## config.mk

```make
export PLATFORM = sky130hd
export DESIGN_NAME = config_bus_arb_flat
export DESIGN_NICKNAME = d
export VERILOG_FILES = /design/src/rtl/config_bus_arb_if.sv /design/src/rtl/config_bus_arb.sv /design/src/flat_wrapper.sv
export SDC_FILE = /design/constraint.sdc
export NUM_CORES = 1
export LEC_CHECK = 0
export ABC_AREA = 1
export CELL_PAD_IN_SITES_DETAIL_PLACEMENT = 1
export CELL_PAD_IN_SITES_GLOBAL_PLACEMENT = 1
export CORE_UTILIZATION = 23
export DETAILED_ROUTE_END_ITERATION = 10
export PLACE_DENSITY_LB_ADDON = 0.1
export SYNTH_ARGS = -nofsm -noshare
export SYNTH_HDL_FRONTEND = slang
export SYNTH_SLANG_ARGS = --single-unit
export TNS_END_PERCENT = 1
```

## constraint.sdc

```tcl
create_clock -name clk -period 2.2 [get_ports clk]
set_input_delay 0.55 -clock clk [delete_from_list [all_inputs] [get_ports clk]]
set_output_delay 0.55 -clock clk [all_outputs]
set_load 0.05 [all_outputs]
```

## src/rtl/config_bus_arb_if.sv

```systemverilog
// OCP configuration-slave signal bundle shared by the bridge and its bus master.
interface config_bus_arb_if #(
  parameter int DATA_W = 32
);
  logic [2:0]          ocp_MCmd;
  logic [31:0]         ocp_MAddr;
  logic [DATA_W-1:0]   ocp_MData;
  logic [DATA_W/8-1:0] ocp_MByteEn;
  logic                ocp_MRespAccept;
  logic                ocp_SCmdAccept;
  logic [1:0]          ocp_SResp;
  logic [DATA_W-1:0]   ocp_SData;

  modport master (
    output ocp_MCmd, ocp_MAddr, ocp_MData, ocp_MByteEn, ocp_MRespAccept,
    input  ocp_SCmdAccept, ocp_SResp, ocp_SData
  );

  modport slave (
    input  ocp_MCmd, ocp_MAddr, ocp_MData, ocp_MByteEn, ocp_MRespAccept,
    output ocp_SCmdAccept, ocp_SResp, ocp_SData
  );
endinterface

```

## src/rtl/config_bus_arb.sv

```systemverilog
// Configuration-bus bridge: OCP slave and local config-unit master share one bank port,
// one access in flight, local side has priority, with wait-state timeout and error responses.
module config_bus_arb #(
  parameter int N_BANKS = 5,
  parameter int BANK_W  = 3,
  parameter int ADDR_W  = 14,
  parameter int DATA_W  = 32,
  parameter int TIMEOUT = 15
) (
  input  logic                       clk,
  input  logic                       reset_n,
  config_bus_arb_if.slave            ocp,
  input  logic                       supervisor,
  input  logic                       config_unit_en,
  input  logic                       config_unit_wr,
  input  logic [ADDR_W-1:0]          config_unit_addr,
  input  logic [DATA_W-1:0]          config_unit_wdata,
  output logic                       config_unit_ack,
  output logic                       config_unit_err,
  output logic                       config_en,
  output logic                       config_wr,
  output logic [ADDR_W-1:0]          config_addr,
  output logic [DATA_W-1:0]          config_wdata,
  output logic [N_BANKS-1:0]         bank_sel,
  input  logic [N_BANKS-1:0]         bank_ready,
  input  logic [N_BANKS-1:0]         bank_error,
  input  logic [N_BANKS*DATA_W-1:0]  bank_rdata
);

  localparam logic [1:0] IDLE = 2'd0;
  localparam logic [1:0] BUS  = 2'd1;
  localparam logic [1:0] LOC  = 2'd2;
  localparam logic [1:0] RESP = 2'd3;

  localparam logic [2:0] CMD_IDLE = 3'b000;
  localparam logic [2:0] CMD_WR   = 3'b001;
  localparam logic [2:0] CMD_RD   = 3'b010;

  localparam logic [1:0] RESP_NULL = 2'b00;
  localparam logic [1:0] RESP_DVA  = 2'b01;
  localparam logic [1:0] RESP_ERR  = 2'b11;

  localparam int CNT_W = (TIMEOUT > 1) ? $clog2(TIMEOUT) : 1;
  localparam logic [CNT_W-1:0] CNT_LAST = CNT_W'((TIMEOUT > 0) ? TIMEOUT - 1 : 0);
  localparam logic [BANK_W:0]  NB_LIMIT = (BANK_W + 1)'(N_BANKS);

  logic [1:0]        state;
  logic [CNT_W-1:0]  tcnt;
  logic              cur_rd;
  logic [1:0]        sresp;
  logic [DATA_W-1:0] sdata;

  logic [2:0]        ocp_cmd;
  logic [ADDR_W-1:0] ocp_word;
  logic [BANK_W-1:0] ocp_bank;
  logic [BANK_W-1:0] loc_bank;
  logic              ocp_bad;
  logic              ready_hit;
  logic              error_hit;
  logic              timed_out;
  logic              loc_done;
  logic [DATA_W-1:0] rdata_hit;
  logic              unused_addr;

  function automatic logic mapped(input logic [BANK_W-1:0] id);
    return {1'b0, id} < NB_LIMIT;
  endfunction

  function automatic logic [N_BANKS-1:0] decode(input logic [BANK_W-1:0] id);
    logic [N_BANKS-1:0] sel;
    for (int i = 0; i < N_BANKS; i++) sel[i] = (id == BANK_W'(i));
    return sel;
  endfunction

  assign ocp_cmd     = ocp.ocp_MCmd;
  assign ocp_word    = ocp.ocp_MAddr[ADDR_W+1:2];
  assign ocp_bank    = ocp_word[ADDR_W-1 -: BANK_W];
  assign loc_bank    = config_unit_addr[ADDR_W-1 -: BANK_W];
  assign unused_addr = ^{ocp.ocp_MAddr[31:ADDR_W+2], ocp.ocp_MAddr[1:0]};

  // Rejected up front: no strobe ever reaches a bank for these.
  assign ocp_bad = !mapped(ocp_bank)
                || (ocp_cmd != CMD_WR && ocp_cmd != CMD_RD)
                || (ocp_cmd == CMD_WR && (!supervisor || !(&ocp.ocp_MByteEn)));

  assign ready_hit = |(bank_ready & bank_sel);
  assign error_hit = |(bank_error & bank_sel);
  assign timed_out = (TIMEOUT != 0) && (tcnt == CNT_LAST);

  always_comb begin
    rdata_hit = '0;
    for (int i = 0; i < N_BANKS; i++)
      if (bank_sel[i]) rdata_hit = rdata_hit | bank_rdata[i*DATA_W +: DATA_W];
  end

  // In LOC a cleared strobe means the local address was unmapped.
  assign loc_done        = (state == LOC) && (!config_en || ready_hit || timed_out);
  assign config_unit_ack = loc_done;
  assign config_unit_err = loc_done && (!config_en || !ready_hit || error_hit);

  assign ocp.ocp_SCmdAccept = (state == IDLE) && !config_unit_en && (ocp_cmd != CMD_IDLE);
  assign ocp.ocp_SResp      = sresp;
  assign ocp.ocp_SData      = sdata;

  always_ff @(posedge clk) begin
    if (!reset_n) begin
      state        <= IDLE;
      tcnt         <= '0;
      cur_rd       <= 1'b0;
      config_en    <= 1'b0;
      config_wr    <= 1'b0;
      config_addr  <= '0;
      config_wdata <= '0;
      bank_sel     <= '0;
      sresp        <= RESP_NULL;
      sdata        <= '0;
    end else begin
      case (state)
        IDLE: begin
          tcnt <= '0;
          if (config_unit_en) begin
            state <= LOC;
            if (mapped(loc_bank)) begin
              config_en    <= 1'b1;
              config_wr    <= config_unit_wr;
              config_addr  <= config_unit_addr;
              config_wdata <= config_unit_wdata;
              bank_sel     <= decode(loc_bank);
            end
          end else if (ocp_cmd != CMD_IDLE) begin
            cur_rd <= (ocp_cmd == CMD_RD);
            if (ocp_bad) begin
              state <= RESP;
              sresp <= RESP_ERR;
              sdata <= '0;
            end else begin
              state        <= BUS;
              config_en    <= 1'b1;
              config_wr    <= (ocp_cmd == CMD_WR);
              config_addr  <= ocp_word;
              config_wdata <= ocp.ocp_MData;
              bank_sel     <= decode(ocp_bank);
            end
          end
        end
        BUS: begin
          if (ready_hit || timed_out) begin
            state     <= RESP;
            tcnt      <= '0;
            sresp     <= (ready_hit && !error_hit) ? RESP_DVA : RESP_ERR;
            sdata     <= (ready_hit && cur_rd) ? rdata_hit : '0;
            config_en <= 1'b0;
            config_wr <= 1'b0;
            bank_sel  <= '0;
          end else begin
            tcnt <= tcnt + CNT_W'(1);
          end
        end
        LOC: begin
          if (loc_done) begin
            state     <= IDLE;
            tcnt      <= '0;
            config_en <= 1'b0;
            config_wr <= 1'b0;
            bank_sel  <= '0;
          end else begin
            tcnt <= tcnt + CNT_W'(1);
          end
        end
        RESP: begin
          if (ocp.ocp_MRespAccept) begin
            state <= IDLE;
            sresp <= RESP_NULL;
            sdata <= '0;
          end
        end
        default: state <= IDLE;
      endcase
    end
  end

endmodule

```

## src/flat_wrapper.sv

```systemverilog
// flat-port wrapper written by rule: the top's interface ports become plain ports
module config_bus_arb_flat 
#(
  parameter int N_BANKS = 5,
  parameter int BANK_W  = 3,
  parameter int ADDR_W  = 14,
  parameter int DATA_W  = 32,
  parameter int TIMEOUT = 15
)
  (clk, reset_n, supervisor, config_unit_en, config_unit_wr, config_unit_addr, config_unit_wdata, config_unit_ack, config_unit_err, config_en, config_wr, config_addr, config_wdata, bank_sel, bank_ready, bank_error, bank_rdata, ocp_ocp_MCmd, ocp_ocp_MAddr, ocp_ocp_MData, ocp_ocp_MByteEn, ocp_ocp_MRespAccept, ocp_ocp_SCmdAccept, ocp_ocp_SResp, ocp_ocp_SData);
  config_bus_arb_if #(.DATA_W(DATA_W)) ocp_i ();
  input  logic clk;
  input  logic reset_n;
  input  logic supervisor;
  input  logic config_unit_en;
  input  logic config_unit_wr;
  input  logic [ADDR_W-1:0] config_unit_addr;
  input  logic [DATA_W-1:0] config_unit_wdata;
  output logic config_unit_ack;
  output logic config_unit_err;
  output logic config_en;
  output logic config_wr;
  output logic [ADDR_W-1:0] config_addr;
  output logic [DATA_W-1:0] config_wdata;
  output logic [N_BANKS-1:0] bank_sel;
  input  logic [N_BANKS-1:0] bank_ready;
  input  logic [N_BANKS-1:0] bank_error;
  input  logic [N_BANKS*DATA_W-1:0] bank_rdata;
  input wire logic [$bits(ocp_i.ocp_MCmd)-1:0] ocp_ocp_MCmd;
  input wire logic [$bits(ocp_i.ocp_MAddr)-1:0] ocp_ocp_MAddr;
  input wire logic [$bits(ocp_i.ocp_MData)-1:0] ocp_ocp_MData;
  input wire logic [$bits(ocp_i.ocp_MByteEn)-1:0] ocp_ocp_MByteEn;
  input wire logic [$bits(ocp_i.ocp_MRespAccept)-1:0] ocp_ocp_MRespAccept;
  output wire logic [$bits(ocp_i.ocp_SCmdAccept)-1:0] ocp_ocp_SCmdAccept;
  output wire logic [$bits(ocp_i.ocp_SResp)-1:0] ocp_ocp_SResp;
  output wire logic [$bits(ocp_i.ocp_SData)-1:0] ocp_ocp_SData;
  assign ocp_i.ocp_MCmd = ocp_ocp_MCmd;
  assign ocp_i.ocp_MAddr = ocp_ocp_MAddr;
  assign ocp_i.ocp_MData = ocp_ocp_MData;
  assign ocp_i.ocp_MByteEn = ocp_ocp_MByteEn;
  assign ocp_i.ocp_MRespAccept = ocp_ocp_MRespAccept;
  assign ocp_ocp_SCmdAccept = ocp_i.ocp_SCmdAccept;
  assign ocp_ocp_SResp = ocp_i.ocp_SResp;
  assign ocp_ocp_SData = ocp_i.ocp_SData;
  config_bus_arb #(.N_BANKS(N_BANKS), .BANK_W(BANK_W), .ADDR_W(ADDR_W), .DATA_W(DATA_W), .TIMEOUT(TIMEOUT)) u_core (.clk(clk), .reset_n(reset_n), .ocp(ocp_i), .supervisor(supervisor), .config_unit_en(config_unit_en), .config_unit_wr(config_unit_wr), .config_unit_addr(config_unit_addr), .config_unit_wdata(config_unit_wdata), .config_unit_ack(config_unit_ack), .config_unit_err(config_unit_err), .config_en(config_en), .config_wr(config_wr), .config_addr(config_addr), .config_wdata(config_wdata), .bank_sel(bank_sel), .bank_ready(bank_ready), .bank_error(bank_error), .bank_rdata(bank_rdata));
endmodule
```

# Word-level counts from Yosys, hierarchy flattened
# Index checks and enable logic that the tools add are counted.
# word_totals
rom_bits	0
word_cells	140
mem_bits_rw	0
latch_bits	0
regBits	94
input_bits	293
mem_count	0
# op_classes
n_addsub	1
reduce_logical	38
magnitude_cmp	2
shifts	0
eq_ne	27
bitwise	7
div_mod_pow	0
n_mux	55
multipliers	0
# ops
op	count
$mux W32	15
$or A32 B32 Y32	4
$pmux W32 S3	1
$mux W14	4
$mux W5	6
$mux W2	11
$eq A3 B2 Y1 const B	5
$pmux W5 S3	1
$pmux W4 S3	1
$reduce_and A4 Y1	3
$reduce_and A6 Y1	2
$and A5 B5 Y5	2
$mux W1	10
$reduce_or A5 Y1	2
$eq A3 B1 Y1 const B	3
$ne A3 B3 Y1 const B	3
$reduce_bool A3 Y1	3
$logic_and A1 B1 Y1	8
$logic_or A1 B1 Y1	8
$mux W4	2
$ne A2 B1 Y1 const B	4
$ne A2 B2 Y1 const B	4
$pmux W2 S4	1
$logic_not A1 Y1	7
other kinds (15)	20

# Logic depth before layout (Yosys ltp)
# Gate-level depths: netlist (run 1).
# logic_depth
word_depth	12
depth_mapped	12
mapped_depth_nobuf	11

# Least setup slack after synthesis (run 1)
# No wires, ideal clock.
# synth_timing
kind	reg2out
startpoint	reg u_core.bank_sel[4]
endpoint	out config_unit_err
path_buffers	2
path_stages_with_launch	7
setup_slack_ns	-0.324
arrival_ns	1.974
path_cell_list	dfxtp_1 > buf_4 > clkbuf_1 > nand2_1 > nand4_1 > nor2_1 > nor2_1
# synth_via
elab_chain_cells	6
word_cells_on_any_way	11
classes_between	bitwise (2); reduce/logical (9)
# synth_rtl
element	line_no	source
from (decl)	config_bus_arb.sv:24	output logic [N_BANKS-1:0] bank_sel,
from (signal assigned)	config_bus_arb.sv:128	bank_sel <= decode(loc_bank);
from (signal assigned)	config_bus_arb.sv:142	bank_sel <= decode(ocp_bank);
$and A5 B5 Y5	config_bus_arb.sv:86	assign ready_hit = |(bank_ready & bank_sel);
$reduce_or A5 Y1	config_bus_arb.sv:86	
$logic_or A1 B1 Y1 / $logic_not A1 Y1 (equally long branches)	config_bus_arb.sv:97, config_bus_arb.sv:99	
$logic_or A1 B1 Y1, on equally long branches	config_bus_arb.sv:97, config_bus_arb.sv:99	
$logic_and A1 B1 Y1 / $logic_or A1 B1 Y1 (equally long branches)	config_bus_arb.sv:97, config_bus_arb.sv:99	
$logic_and A1 B1 Y1 (*)	config_bus_arb.sv:99	assign config_unit_err = loc_done && (!config_en || !ready_hit || error_hit);
to (decl)	flat_wrapper.sv:20	output logic config_unit_err;
# Every way passes the cells marked *; elsewhere a longest branch is shown, timed or not.

# Final worst setup path (run 1)
# layout_timing
startpoint	in bank_ready[3]
endpoint	out config_unit_err
# layout_via
elab_chain_cells	6
word_cells_on_any_way	9
classes_between	bitwise (1); reduce/logical (8)
# layout_rtl
element	line_no	source
from (decl)	flat_wrapper.sv:26	input logic [N_BANKS-1:0] bank_ready;
$and A5 B5 Y5 (*)	config_bus_arb.sv:86	
$reduce_or A5 Y1 (*)	config_bus_arb.sv:86	
$logic_or A1 B1 Y1 / $logic_not A1 Y1 (equally long branches)	config_bus_arb.sv:97, config_bus_arb.sv:99	
$logic_or A1 B1 Y1, on equally long branches	config_bus_arb.sv:97, config_bus_arb.sv:99	
$logic_and A1 B1 Y1 / $logic_or A1 B1 Y1 (equally long branches)	config_bus_arb.sv:97, config_bus_arb.sv:99	
$logic_and A1 B1 Y1 (*)	config_bus_arb.sv:99	
# Marks and branches as above.

==> results.md, run 1 <==
- Global routing used 20.2% of the available tracks across all layers.
- The register clock-pin slew on the reported worst setup and hold paths is 70 ps.
- Setup violations remaining at the end of the flow were counted as 0.
- The standard cell core area is 25,000 sq um.
- After synthesis, the share of flip-flops with an asynchronous set or reset is 0%.
- After synthesis, the mean cell area works out to 6.20 sq um.
- Setup repair after global routing could not meet its margin everywhere.
- Summed over all layers, the routed wires come to 26,700 microns.
- The detailed-router iteration count before antenna repair is 4.
- The via count is 7,336.
- Dividing the detail-routed wire length by the instance count gives 16.2 microns.
- The via count of the first global-routing pass came to 7,447.
- The count of final max-slew check failures is 0.
- The initial DRC count is 229.
- The initial antenna violation count is 1.
- The number of H-tree levels is 3.
- The congestion estimate from routability-driven global placement came to 0.772.
- Based on the critical path, the design can be clocked at up to 465 MHz.
- The maximum buffer depth of the clock tree is 2.
- The run finished with clean final reports.
- In this run the remaining antenna-violating nets after routing total 0.
- The type of the worst setup path is in2out.
- The combined area of all synthesized cells is 5850 sq um.
- The area overhead of the layout relative to synthesis is 80.3%.
- The part of the cycle the worst path needs is 97.7%.
- The launching element type of the critical path is an input port.
- The cell type group with the largest total delay on the critical path is simple AND/OR/NAND/NOR gates.
- Entering global routing, the biggest net connects 39 pins.
- From bottom edge to top edge, the die measures 161 microns.
- The row count is 58.
- Buffers inserted during clock tree synthesis total 9.
- Sequential elements use 32.2% of the synthesized area.
- Counting both buffers and inverters, the worst setup path holds a total of 3.
- The count of different cell masters after synthesis is 36.
- The most used flip-flop cell after synthesis is sky130_fd_sc_hd__dfxtp_1.
- The hold slack is 475 ps.
- The total overflow reported by the global router is 0.
- Input and output buffers added on the ports amount to 364.
- The slew at the pin with the worst max-slew slack is 617 ps.
- For this configuration, the core starts out at a cell density of 23.4%.
- Summed over all cells, the static leakage comes to 0.00448 uW.
- The worst slew margin relative to its limit is 58.7%.
- Across the VDD grid, the largest voltage drop is 0.530 mV.
- The fraction of layout cells with a size suffix above 1 is 11.5%.
- The share of cell area taken by muxes after synthesis is 0%.
- The ratio of routed vias to standard cells is 4.45.
- The shortest clock period the worst path allows after layout is 2150 ps.
- The synthesized netlist devotes 1.71% of its cell area to adder and majority cells.
- The root buffer cell is sky130_fd_sc_hd__clkbuf_16.
- The cell count after synthesis is 943.
- Counting flops and latches in the post-synthesis netlist gives 94.
- Walking the worst path, the cells encountered are dlygate4sd2_1 -> nand2_2 -> nand3_4 -> nor2_8 -> inv_1 -> nand4_1 -> nor2_2 -> nor2_4 -> buf_12.
- The data arrival time of the worst path is 1600 ps.
- Measured on the finished design, the core utilization comes to 42.1%.
- The total count of hold-check failures in the final report was 0.
- By area, the combinational part of the netlist is dominated by simple AND/OR/NAND/NOR gates.
- The worst clock skew is 7.82 ps.
- Along the worst path, the maximum fanout reaches 3.
- The area of the die is 26,100 sq um.
- For this run, the slowest stage of the critical path takes 260 ps.
- In the routed design, unresolved DRC markers number 0.
- At the placement stage, the worst setup path has a slack of -437 ps.
- The max-cap check violation count is 0.
- The synthesized netlist devotes 0.299% of its cell area to XOR and XNOR gates.
- Among all stages on the critical path, the largest delay is contributed by sky130_fd_sc_hd__dlygate4sd2_1.
- The tightest min-delay check is of the reg2reg type.
- The horizontal die dimension is 161 microns.
- The synthesis warning total is 0.
- The synthesized-area fraction occupied by ao, oa, aoi and oai cells is 15.2%.
- STA classifies the critical path endpoint as an output port.
- The final net count is 1,613.
- Yosys mapped a number of flops with a built-in enable equal to 0.
- In this run the power density over the cells is 1010 nW/um^2.
- The setup slack of the critical path after layout is 50.2 ps.
- The clock latency on the worst-skew pair is 350 ps.
- Data on the critical path is required at its endpoint by 1650 ps.
- For this design, the sink count on the clock tree is 94.
- TritonCTS built the clock tree.
- Pin placement for this block handled 383 I/O pins.
- The global-route wire length before repair is 41,000 microns.
- The synthesized netlist devotes 42.5% of its cell area to simple gates.
- The HPWL reported at the end of detailed placement is 20,700 microns.
- The synthesized netlist net count is 1,244.
- The total negative slack is 0 ps.
## cell families after synthesis
group	Yosys count
simple gates	591
compound gates	143
buf+inv	105
flops	94
fa+ha+maj	8
xor+xnor	2
## worst register-to-register path, stage by stage (launching register included)
cell and delay, ps:
sky130_fd_sc_hd__dfxtp_1 390, sky130_fd_sc_hd__ha_1 160, sky130_fd_sc_hd__nand3_1 120, sky130_fd_sc_hd__buf_4 170, sky130_fd_sc_hd__nand3_4 90, sky130_fd_sc_hd__buf_12 100
sky130_fd_sc_hd__o21ai_4 70, sky130_fd_sc_hd__nor2_8 140, sky130_fd_sc_hd__nand2_8 110, sky130_fd_sc_hd__inv_4 220, sky130_fd_sc_hd__nor2_1 90, sky130_fd_sc_hd__nor2_1 80
## power by group
part,switching [uW],internal (uW)
sequential,279,2190
clock,771,905
combinational,4000,2520
total,5050,5610
## final timing paths
path                                                           start                              endpoint  slack, ps  cells after the start
worst max-delay path                                   bank_ready[3]                       config_unit_err         50                      9
worst min-delay path            u_core.ocp.ocp_SData[6]$_SDFFE_PN0P_  u_core.ocp.ocp_SData[6]$_SDFFE_PN0P_        470                      2
worst max register to register           u_core.tcnt[1]$_SDFFE_PN0N_  u_core.ocp.ocp_SData[5]$_SDFFE_PN0P_        400                     11
worst min register to register  u_core.ocp.ocp_SData[6]$_SDFFE_PN0P_  u_core.ocp.ocp_SData[6]$_SDFFE_PN0P_        470                      2
## flip-flops by register name, summed over array words and instances (netlist names)
name / flops
u_core.ocp.ocp_SData: 32
u_core.config_wr: 1
u_core.ocp.ocp_SResp: 2
u_core.tcnt: 4
u_core.config_addr: 14
u_core.cur_rd: 1
u_core.state: 2
u_core.config_wdata: 32
u_core.config_en: 1
u_core.bank_sel: 5
## layout by cell type, fill, tap and decap left out, types with 2 or more instances in the layout
cell type	instances
sky130_fd_sc_hd__clkdlybuf4s50_1	335
sky130_fd_sc_hd__nand2_1	312
sky130_fd_sc_hd__nor2_1	173
sky130_fd_sc_hd__dfxtp_1	88
sky130_fd_sc_hd__o21ai_0	72
sky130_fd_sc_hd__buf_4	57
sky130_fd_sc_hd__nand3_1	53
sky130_fd_sc_hd__inv_1	37
sky130_fd_sc_hd__a22o_1	32
sky130_fd_sc_hd__nor2_2	21
sky130_fd_sc_hd__buf_12	16
sky130_fd_sc_hd__o211ai_1	15
sky130_fd_sc_hd__a21oi_1	11
sky130_fd_sc_hd__nand2_2	9
sky130_fd_sc_hd__clkbuf_16	9
sky130_fd_sc_hd__o21ai_1	7
sky130_fd_sc_hd__ha_1	7
sky130_fd_sc_hd__dlygate4sd2_1	6
sky130_fd_sc_hd__inv_2	5
sky130_fd_sc_hd__dfxtp_2	5
sky130_fd_sc_hd__nor2_4	4
sky130_fd_sc_hd__nor4_1	4
sky130_fd_sc_hd__nand3_4	2
sky130_fd_sc_hd__nor2_8	2
sky130_fd_sc_hd__nand4_1	2
sky130_fd_sc_hd__nand3_2	2
sky130_fd_sc_hd__or2_0	2
sky130_fd_sc_hd__inv_6	2
sky130_fd_sc_hd__clkinv_4	2
sky130_fd_sc_hd__clkdlybuf4s15_2	2
sky130_fd_sc_hd__buf_2	2
## final cells by class
| cell class | count | area, sq um |
|---|---|---|
| fillers | 3136 | 14500 |
| repair buffers | 420 | 4210 |
| multi-input cells | 744 | 3560 |
| flip-flops and latches | 94 | 1890 |
| well taps | 330 | 413 |
| clock buffers | 10 | 229 |
| inverters | 43 | 164 |
| clock inverters | 6 | 76.3 |
| diodes | 1 | 2.50 |
## layer usage
layer,track usage [%],routed length [microns],vias to the layer above
met5,0,0,-
met4,5.57,357,0
met3,5.16,1960,19
met2,36.2,12900,235
met1,23.7,11500,3331
li1,-,-,3751
## cells in the mapped netlist (all sizes together), types with 2 or more instances
master,instances,share of area (%)
nand4,2,0.21
a22o,32,4.8
dfxtp,94,32
nor3,2,0.17
inv,43,2.8
o21ai,81,7.1
buf,25,2.9
nor2,200,14
a21oi,12,1.0
or2,2,0.21
nand2,323,21
nor4,4,0.43
clkbuf,37,2.4
o211ai,15,1.9
ha,8,1.7
nand3,57,5.5
## what timing repair did
action / CTS / global route
buffers inserted: 0 / 1
setup endpoints to repair: 3 / 4
hold endpoints to repair: 0 / 0
resized for setup: 29 / 8
hold buffers: 0 / 0
pin swaps: 8 / 5
## through the flow
| stage | instance area [sq um] | power [uW] | instances |
|---|---|---|---|
| 3_5_place_dp | 10200 | 9000 | 1631 |
| 2_1_floorplan | 5860 | 6400 | 943 |
| 5_1_grt | 10500 | 11400 | 1648 |
| 3_3_place_gp | 10200 | 8920 | 1631 |
| 4_1_cts | 10500 | 10800 | 1646 |
| 6_report | 10500 | 10700 | 1648 |
Note: power is estimated with default switching activity, not from simulation.
==> run 2, diff against run 1 <==
- PLACE_DENSITY: default -> 0.82
- PLACE_DENSITY_LB_ADDON: 0.1 -> default
==> run 2 against run 1 <==
Effect of this change:
- register-to-register slack worse by 180 ps
- first-iteration DRC count increased by 13%
- non-clock buffer count shrank 9
- critical path depth is the same
- wire length decreased by 2.5%
- critical path type unchanged
- worst hold slack worse by 3.7 ps
- clock skew up 3.3 ps
- combinational power shrank 2%
- sequential power barely moved
==> results.md, run 2 (synthesis gave the netlist of run 1 again) <==
- The run finished with clean final reports.
- The count of final max-slew check failures was 0 (unchanged).
- The data required time of the critical path is 1650 ps (about the same).
- The final net count is 1,604 (-0.56%).
- The detail-routed net length per standard cell is 15.9 microns (-1.9%).
- The routability-driven placement congestion ratio was 0.839 (+8.7%).
- The global-route wire length before repair came to 39,800 microns (-2.9%).
- The area of the multi-input gates is 3550 sq um (-0.35%).
- The fraction of the core area covered by cells at the end of the flow is 41.7% (-0.38 points).
- The standard cell core area came to 25,000 sq um (unchanged).
- The HPWL reported at the end of detailed placement is 20,800 microns (+0.34%).
- The area of the die is 26,100 sq um (unchanged).
- The max-cap check violation count is 0 (unchanged).
- The part of the cycle the worst path needs is 98.1% (+0.36 points).
- The switching power share of the total is 47.1% (-0.20 points).
- The clock sink count is 94 (unchanged).
- The vertical die dimension was 161 microns (unchanged).
- The port buffer count is 364 (unchanged).
- The number of buffers created by CTS is 9 (unchanged).
- The routed wire length is 26,100 microns (-2.5%).
- The initial core utilization is 23.4% (unchanged).
- The total count of hold-check failures in the final report is 0 (unchanged).
- The worst register-to-register path begins at u_core.state[1]$_SDFFE_PN0P_.
- The power density over cell area is 1000 nW/um^2 (-0.74%).
- The register clock-pin slew on the reported worst setup and hold paths was 70 ps (about the same).
- The top-level I/O count is 383 (unchanged).
- The min-delay analysis places its worst path in the category reg2reg.
- The maximum buffer depth of the clock tree came to 2 (unchanged).
- The area occupied by registers is 1900 sq um (+0.40%).
- The via count is 7,458 (+1.7%).
- The worst setup path is captured at an output port.
- The detailed-router iteration count before antenna repair is 6 (+2).
- The root buffer cell is sky130_fd_sc_hd__clkbuf_16.
- The instance area after placement came to 10,000 sq um (-1.2%).
- The part of the total power dissipated in the clock network is 15.7% (about the same).
- The detailed-route DRC error count is 0 (unchanged).
- The count of antenna diodes in the layout is 0 (-1).
- The maximum operating frequency came to 463 MHz (-0.37%).
- The row count is 58 (unchanged).
- The ratio of routed vias to standard cells is 4.55 (+2.3%).
- The horizontal die dimension is 161 microns (unchanged).
- The number of hold-repair buffers added at the cts stage is 0 (unchanged).
- The final cell area excluding filler cells is 10,500 sq um (-0.90%).
- The global-route usage over all layers was 19.6% (-0.65 points).
- The largest vdd supply drop came to 0.439 mV (-17%).
- The highest fanout seen on the critical path was 3 (unchanged).
- The shortest clock period the worst path allows after layout is 2160 ps (+7.92 ps).
- The pin count of the biggest net entering global routing is 45 (+15%).
- The type of the worst setup path is in2out.
- The count of nets left with antenna violations after detail routing came to 0 (unchanged).
- The origin of the worst setup path is bank_ready[1].
- The worst slew margin relative to its limit is 63.4% (+4.7 points).
- Leaving out fill and tap cells, the most frequent cell in the layout is sky130_fd_sc_hd__clkdlybuf4s50_1.
- The total overflow reported by the global router is 0 (unchanged).
- The worst clock skew was 11.1 ps (+3.31 ps).
- Setup repair after global routing could not meet its margin everywhere.
- The slew at the pin with the worst max-slew slack is 547 ps (-70.2 ps).
- The internal power was 5540 uW (-1.3%).
- The switching power is 4940 uW (-2.0%).
- The initial DRC count is 258 (+13%).
- The data arrival time of the worst path is 1610 ps (about the same).
- The fraction of layout cells with a size suffix above 1 is 10.2% (-1.4 points).
- The number of cell instances on the worst register-to-register path is 10 (-1).
- The number of fill cells in the layout was 3,159 (+0.73%).
- In the layout the commonest cells are sky130_fd_sc_hd__clkdlybuf4s50_1 (341), sky130_fd_sc_hd__nand2_1 (315), sky130_fd_sc_hd__nor2_1 (173).
- The static leakage power is 0.00440 uW (-1.7%).
- STA classifies the critical path startpoint as an input port.
- The number of endpoints failing setup at the final stage came to 0 (unchanged).
- The via count of the first global-routing pass was 7,605 (+2.1%).
- The area overhead of the layout relative to synthesis is 78.6%.
- The combinational group share of total power is 60.6% (-0.5 points).
- Following the worst setup path forward leads to its endpoint at config_unit_ack.
- The clock latency on the worst-skew pair is 350 ps (about the same).
- The end of the worst register-to-register path is u_core.bank_sel[2]$_SDFFE_PN0P_.
- The number of H-tree levels is 3 (unchanged).
- The initial antenna violation count is 0 (-1).
- The CTS tree is yes.
- The reg-to-reg setup timing slack came to 220 ps (-180 ps).
- The share of total power in sequential cells is 23.6% (+0.5 points).
-- run 2: final cells by class --
class | count | share of cell area, %
Timing Repair Buffer | 411 | 39.4
Multi-Input combinational cell | 744 | 33.9
Sequential cell | 94 | 18.2
Tap cell | 330 | 3.95
Clock buffer | 10 | 2.29
Inverter | 43 | 1.57
Clock inverter | 6 | 0.658
-- run 2: worst min-delay path by stage --
stage	slack, ps	startpoint	cells past startpoint	end
2_1_floorplan	460	u_core.tcnt[3]$_SDFFE_PN0N_	2	u_core.tcnt[3]$_SDFFE_PN0N_
3_3_place_gp	450	u_core.ocp.ocp_SData[6]$_SDFFE_PN0P_	2	u_core.ocp.ocp_SData[6]$_SDFFE_PN0P_
3_5_place_dp	460	u_core.ocp.ocp_SData[5]$_SDFFE_PN0P_	2	u_core.ocp.ocp_SData[5]$_SDFFE_PN0P_
4_1_cts	480	u_core.ocp.ocp_SData[6]$_SDFFE_PN0P_	2	u_core.ocp.ocp_SData[6]$_SDFFE_PN0P_
5_1_grt	500	u_core.ocp.ocp_SData[5]$_SDFFE_PN0P_	2	u_core.ocp.ocp_SData[5]$_SDFFE_PN0P_
6_report	470	u_core.ocp.ocp_SData[6]$_SDFFE_PN0P_	2	u_core.ocp.ocp_SData[6]$_SDFFE_PN0P_
-- run 2: per-stage QoR --
step | worst slack (ps) | TNS [ps] | cells | power [uW] | hold WS [ps]
finish | 42.3 | 0 | 1638 | 10500 | 471
floorplan | -85.6 | -97.9 | 943 | 6400 | 462
global route | -24.0 | -36.5 | 1638 | 11200 | 496
global placement | -260 | -12480 | 1617 | 8680 | 451
CTS | -27.4 | -27.4 | 1635 | 10600 | 478
detailed placement | -273 | -10730 | 1617 | 8840 | 460
-- run 2: power groups by stage --
stage          registers [uW]  logic, uW  clock network [uW]
6_report                 2480       6360                1650
5_1_grt                  2540       6880                1780
4_1_cts                  2480       6420                1710
3_5_place_dp             2510       6320                   0
3_3_place_gp             2480       6200                   0
2_1_floorplan            3980       2420                   0
-- run 2: repair_timing --
| item | in CTS | in global routing |
|---|---|---|
| setup buffers | 2 | 3 |
| gates resized for setup | 25 | 13 |
| pin swaps | 6 | 6 |
| setup endpoints to repair | 3 | 4 |
-- run 2: worst max-delay path, cell delays in order --
cell                              delay [ps]
sky130_fd_sc_hd__clkdlybuf4s15_1         200
sky130_fd_sc_hd__nand2_4                  70
sky130_fd_sc_hd__nand3_4                 100
sky130_fd_sc_hd__nor2_8                  150
sky130_fd_sc_hd__nand2_1                  70
sky130_fd_sc_hd__o21ai_1                 120
sky130_fd_sc_hd__buf_4                   140
sky130_fd_sc_hd__inv_1                    60
sky130_fd_sc_hd__buf_12                  140
-- run 2: metal layers --
| metal | track usage, % | vias up | wire length (microns) |
|---|---|---|---|
| met1 | 21.4 | 3436 | 10400 |
| met4 | 5.02 | 0 | 430 |
| met5 | 0 | - | 0 |
| met3 | 7.14 | 22 | 2500 |
| li1 | - | 3725 | - |
| met2 | 35.5 | 275 | 12800 |
==> run 3, diff against run 2 <==
- SKIP_CTS_REPAIR_TIMING: default -> 1
==> run 3 against run 2 <==
Effect of this change:
- power increased by 0.18%
- first-iteration DRC count decreased by 12%
- clock skew about the same
- critical endpoint is now config_unit_err
- critical path type is now reg2out
- via count unchanged
- sequential power about the same
- core utilization increased by 0.21 points
- combinational power about the same
- setup slack got worse by 8.4 ps
==> results.md, run 3 (synthesis gave the netlist of run 1 again) <==
- The horizontal die dimension is 161 microns (unchanged).
- The detail-routed net length per standard cell is 16.0 microns (+0.27%).
- The initial DRC count was 228 (-12%).
- The port buffer count was 364 (unchanged).
- The global-route usage over all layers came to 19.5% (-0.047 points).
- The category of the worst setup path capture point is an output port.
- The top cell types in the final layout, fill and taps aside, are sky130_fd_sc_hd__clkdlybuf4s50_1 (341), sky130_fd_sc_hd__nand2_1 (315), sky130_fd_sc_hd__nor2_1 (173).
- The area overhead of the layout relative to synthesis is 79.5%.
- The maximum operating frequency was 462 MHz (-0.39%).
- The ratio of routed vias to standard cells is 4.56 (about the same).
- The final cell area excluding filler cells came to 10,500 sq um (+0.50%).
- The launching element type of the critical path is a register.
- The largest vdd supply drop came to 0.439 mV (about the same).
- The detailed-router iteration count before antenna repair is 6 (unchanged).
- The commonest non-fill, non-tap cell in the layout is sky130_fd_sc_hd__clkdlybuf4s50_1.
- The total negative slack is 0 ps (unchanged).
- The pin count of the biggest net entering global routing is 45 (unchanged).
- The number of cells in the design after placement is 1,617 (unchanged).
- The register clock-pin slew on the reported worst setup and hold paths is 80 ps (about the same).
- The initial core utilization is 23.4% (unchanged).
- The routability-driven placement congestion ratio was 0.839 (unchanged).
- The number of endpoints failing setup at the final stage is 0 (unchanged).
- The shortest clock period the worst path allows after layout is 2170 ps (+8.39 ps).
- The vertical die dimension is 161 microns (unchanged).
- The initial antenna violation count is 0 (unchanged).
- The routed wire length was 26,100 microns (+0.21%).
- The total count of hold-check failures in the final report is 0 (unchanged).
- The worst slew margin relative to its limit came to 63.4% (about the same).
- The count of final max-slew check failures came to 0 (unchanged).
- The post-route non-filler standard cell count is 1,637 (-0.061%).
- The clock sink count is 94 (unchanged).
- The via count came to 7,458 (unchanged).
- The area of the die is 26,100 sq um (unchanged).
- Setup repair after global routing could not meet its margin everywhere.
- The total overflow reported by the global router is 0 (unchanged).
- The top-level I/O count came to 383 (unchanged).
- The count of nets left with antenna violations after detail routing was 0 (unchanged).
- The global-route wire length before repair came to 39,700 microns (-0.29%).
- The run finished with clean final reports.
- The row count was 58 (unchanged).
- The detailed-route DRC error count is 0 (unchanged).
- The count of antenna diodes in the layout came to 0 (unchanged).
- The root buffer cell is sky130_fd_sc_hd__clkbuf_16.
- The number of H-tree levels is 3 (unchanged).
- The fraction of the core area covered by cells at the end of the flow is 42.0% (+0.21 points).
- The part of the cycle the worst path needs is 98.5% (+0.38 points).
- The HPWL reported at the end of detailed placement is 20,800 microns (unchanged).
- The via count of the first global-routing pass is 7,585 (-0.26%).
- The static leakage power came to 0.00449 uW (+2.0%).
- The power density over cell area came to 1000 nW/um^2 (-0.32%).
- The clock latency on the worst-skew pair is 350 ps (about the same).
- The worst clock skew is 11.2 ps (+0.0596 ps).
- The instance area after placement came to 10,000 sq um (unchanged).
- The fraction of layout cells with a size suffix above 1 is 10.3% (+0.16 points).
- The slew at the pin with the worst max-slew slack is 547 ps (-0.324 ps).
- The maximum buffer depth of the clock tree is 2 (unchanged).
- The type of the worst setup path is reg2out.
- The data arrival time of the worst path is 1620 ps (about the same).
- The standard cell core area is 25,000 sq um (unchanged).
- The data required time of the critical path is 1650 ps (about the same).
- The final net count is 1,603 (-0.062%).
- The min-delay analysis places its worst path in the category reg2reg.
- The max-cap check violation count is 0 (unchanged).
- The number of buffers created by CTS was 9 (unchanged).
- The highest fanout seen on the critical path came to 4 (+1).
- The CTS tree is yes.
==> run 3: cell types whose count changed in the layout (fill, tap and decap cells not counted), sizes merged <==
cell | previous run | this run
buf | 60 | 59
dlygate4sd2 | 7 | 0
clkdlybuf4s15 | 3 | 0
dlymetal6s2s | 0 | 10
==> run 3: per-layer routing <==
layer	global-route usage (%)	wire length, microns	part of all wire (%)
met3	7.06	2410	9.2
met5	0	0	0
met4	4.76	396	1.5
met2	35.4	12800	49
met1	21.5	10500	40
==> run 3: report_power, final <==
part / switching [uW] / total (uW) / internal (uW)
Clock: 735 / 1660 / 920
Combinational: 3930 / 6370 / 2440
Sequential: 292 / 2480 / 2190
==> run 3: area by class of cell <==
| cell class | count | area (sq um) |
|---|---|---|
| inverter | 43 | 164 |
| tap | 330 | 413 |
| clock buffer | 10 | 239 |
| clock inverter | 6 | 68.8 |
| sequential | 94 | 1900 |
| fill | 3147 | 14500 |
| multi-input combinational | 744 | 3570 |
| timing repair buffer | 410 | 4150 |
==> run 3: path summary, 6_finish.rpt <==
check / cells past startpoint / slack [ps] / endpoint / from
max: 8 / 30 / config_unit_err / u_core.bank_sel[1]$_SDFFE_PN0P_
min: 2 / 470 / u_core.ocp.ocp_SData[6]$_SDFFE_PN0P_ / u_core.ocp.ocp_SData[6]$_SDFFE_PN0P_
max reg2reg: 10 / 230 / u_core.bank_sel[2]$_SDFFE_PN0P_ / u_core.state[1]$_SDFFE_PN0P_
min reg2reg: 2 / 470 / u_core.ocp.ocp_SData[6]$_SDFFE_PN0P_ / u_core.ocp.ocp_SData[6]$_SDFFE_PN0P_
==> run 3: through the flow <==
step	hold WS, ps	setup WS [ps]	total power [uW]
2_1_floorplan	462	-85.6	6400
3_3_place_gp	451	-260	8680
3_5_place_dp	460	-273	8840
4_1_cts	478	-280	10500
5_1_grt	496	-17.4	11200
6_report	471	33.9	10500
==> run 3: worst max-delay path, cell delays in order, from the launching register on <==
cell and delay (ps):
sky130_fd_sc_hd__dfxtp_4 400, sky130_fd_sc_hd__nand2_2 80, sky130_fd_sc_hd__nand3_4 90, sky130_fd_sc_hd__nor2_8 50
sky130_fd_sc_hd__inv_2 40, sky130_fd_sc_hd__nand4_1 200, sky130_fd_sc_hd__nor2_2 220, sky130_fd_sc_hd__nor2_4 40
sky130_fd_sc_hd__buf_8 140
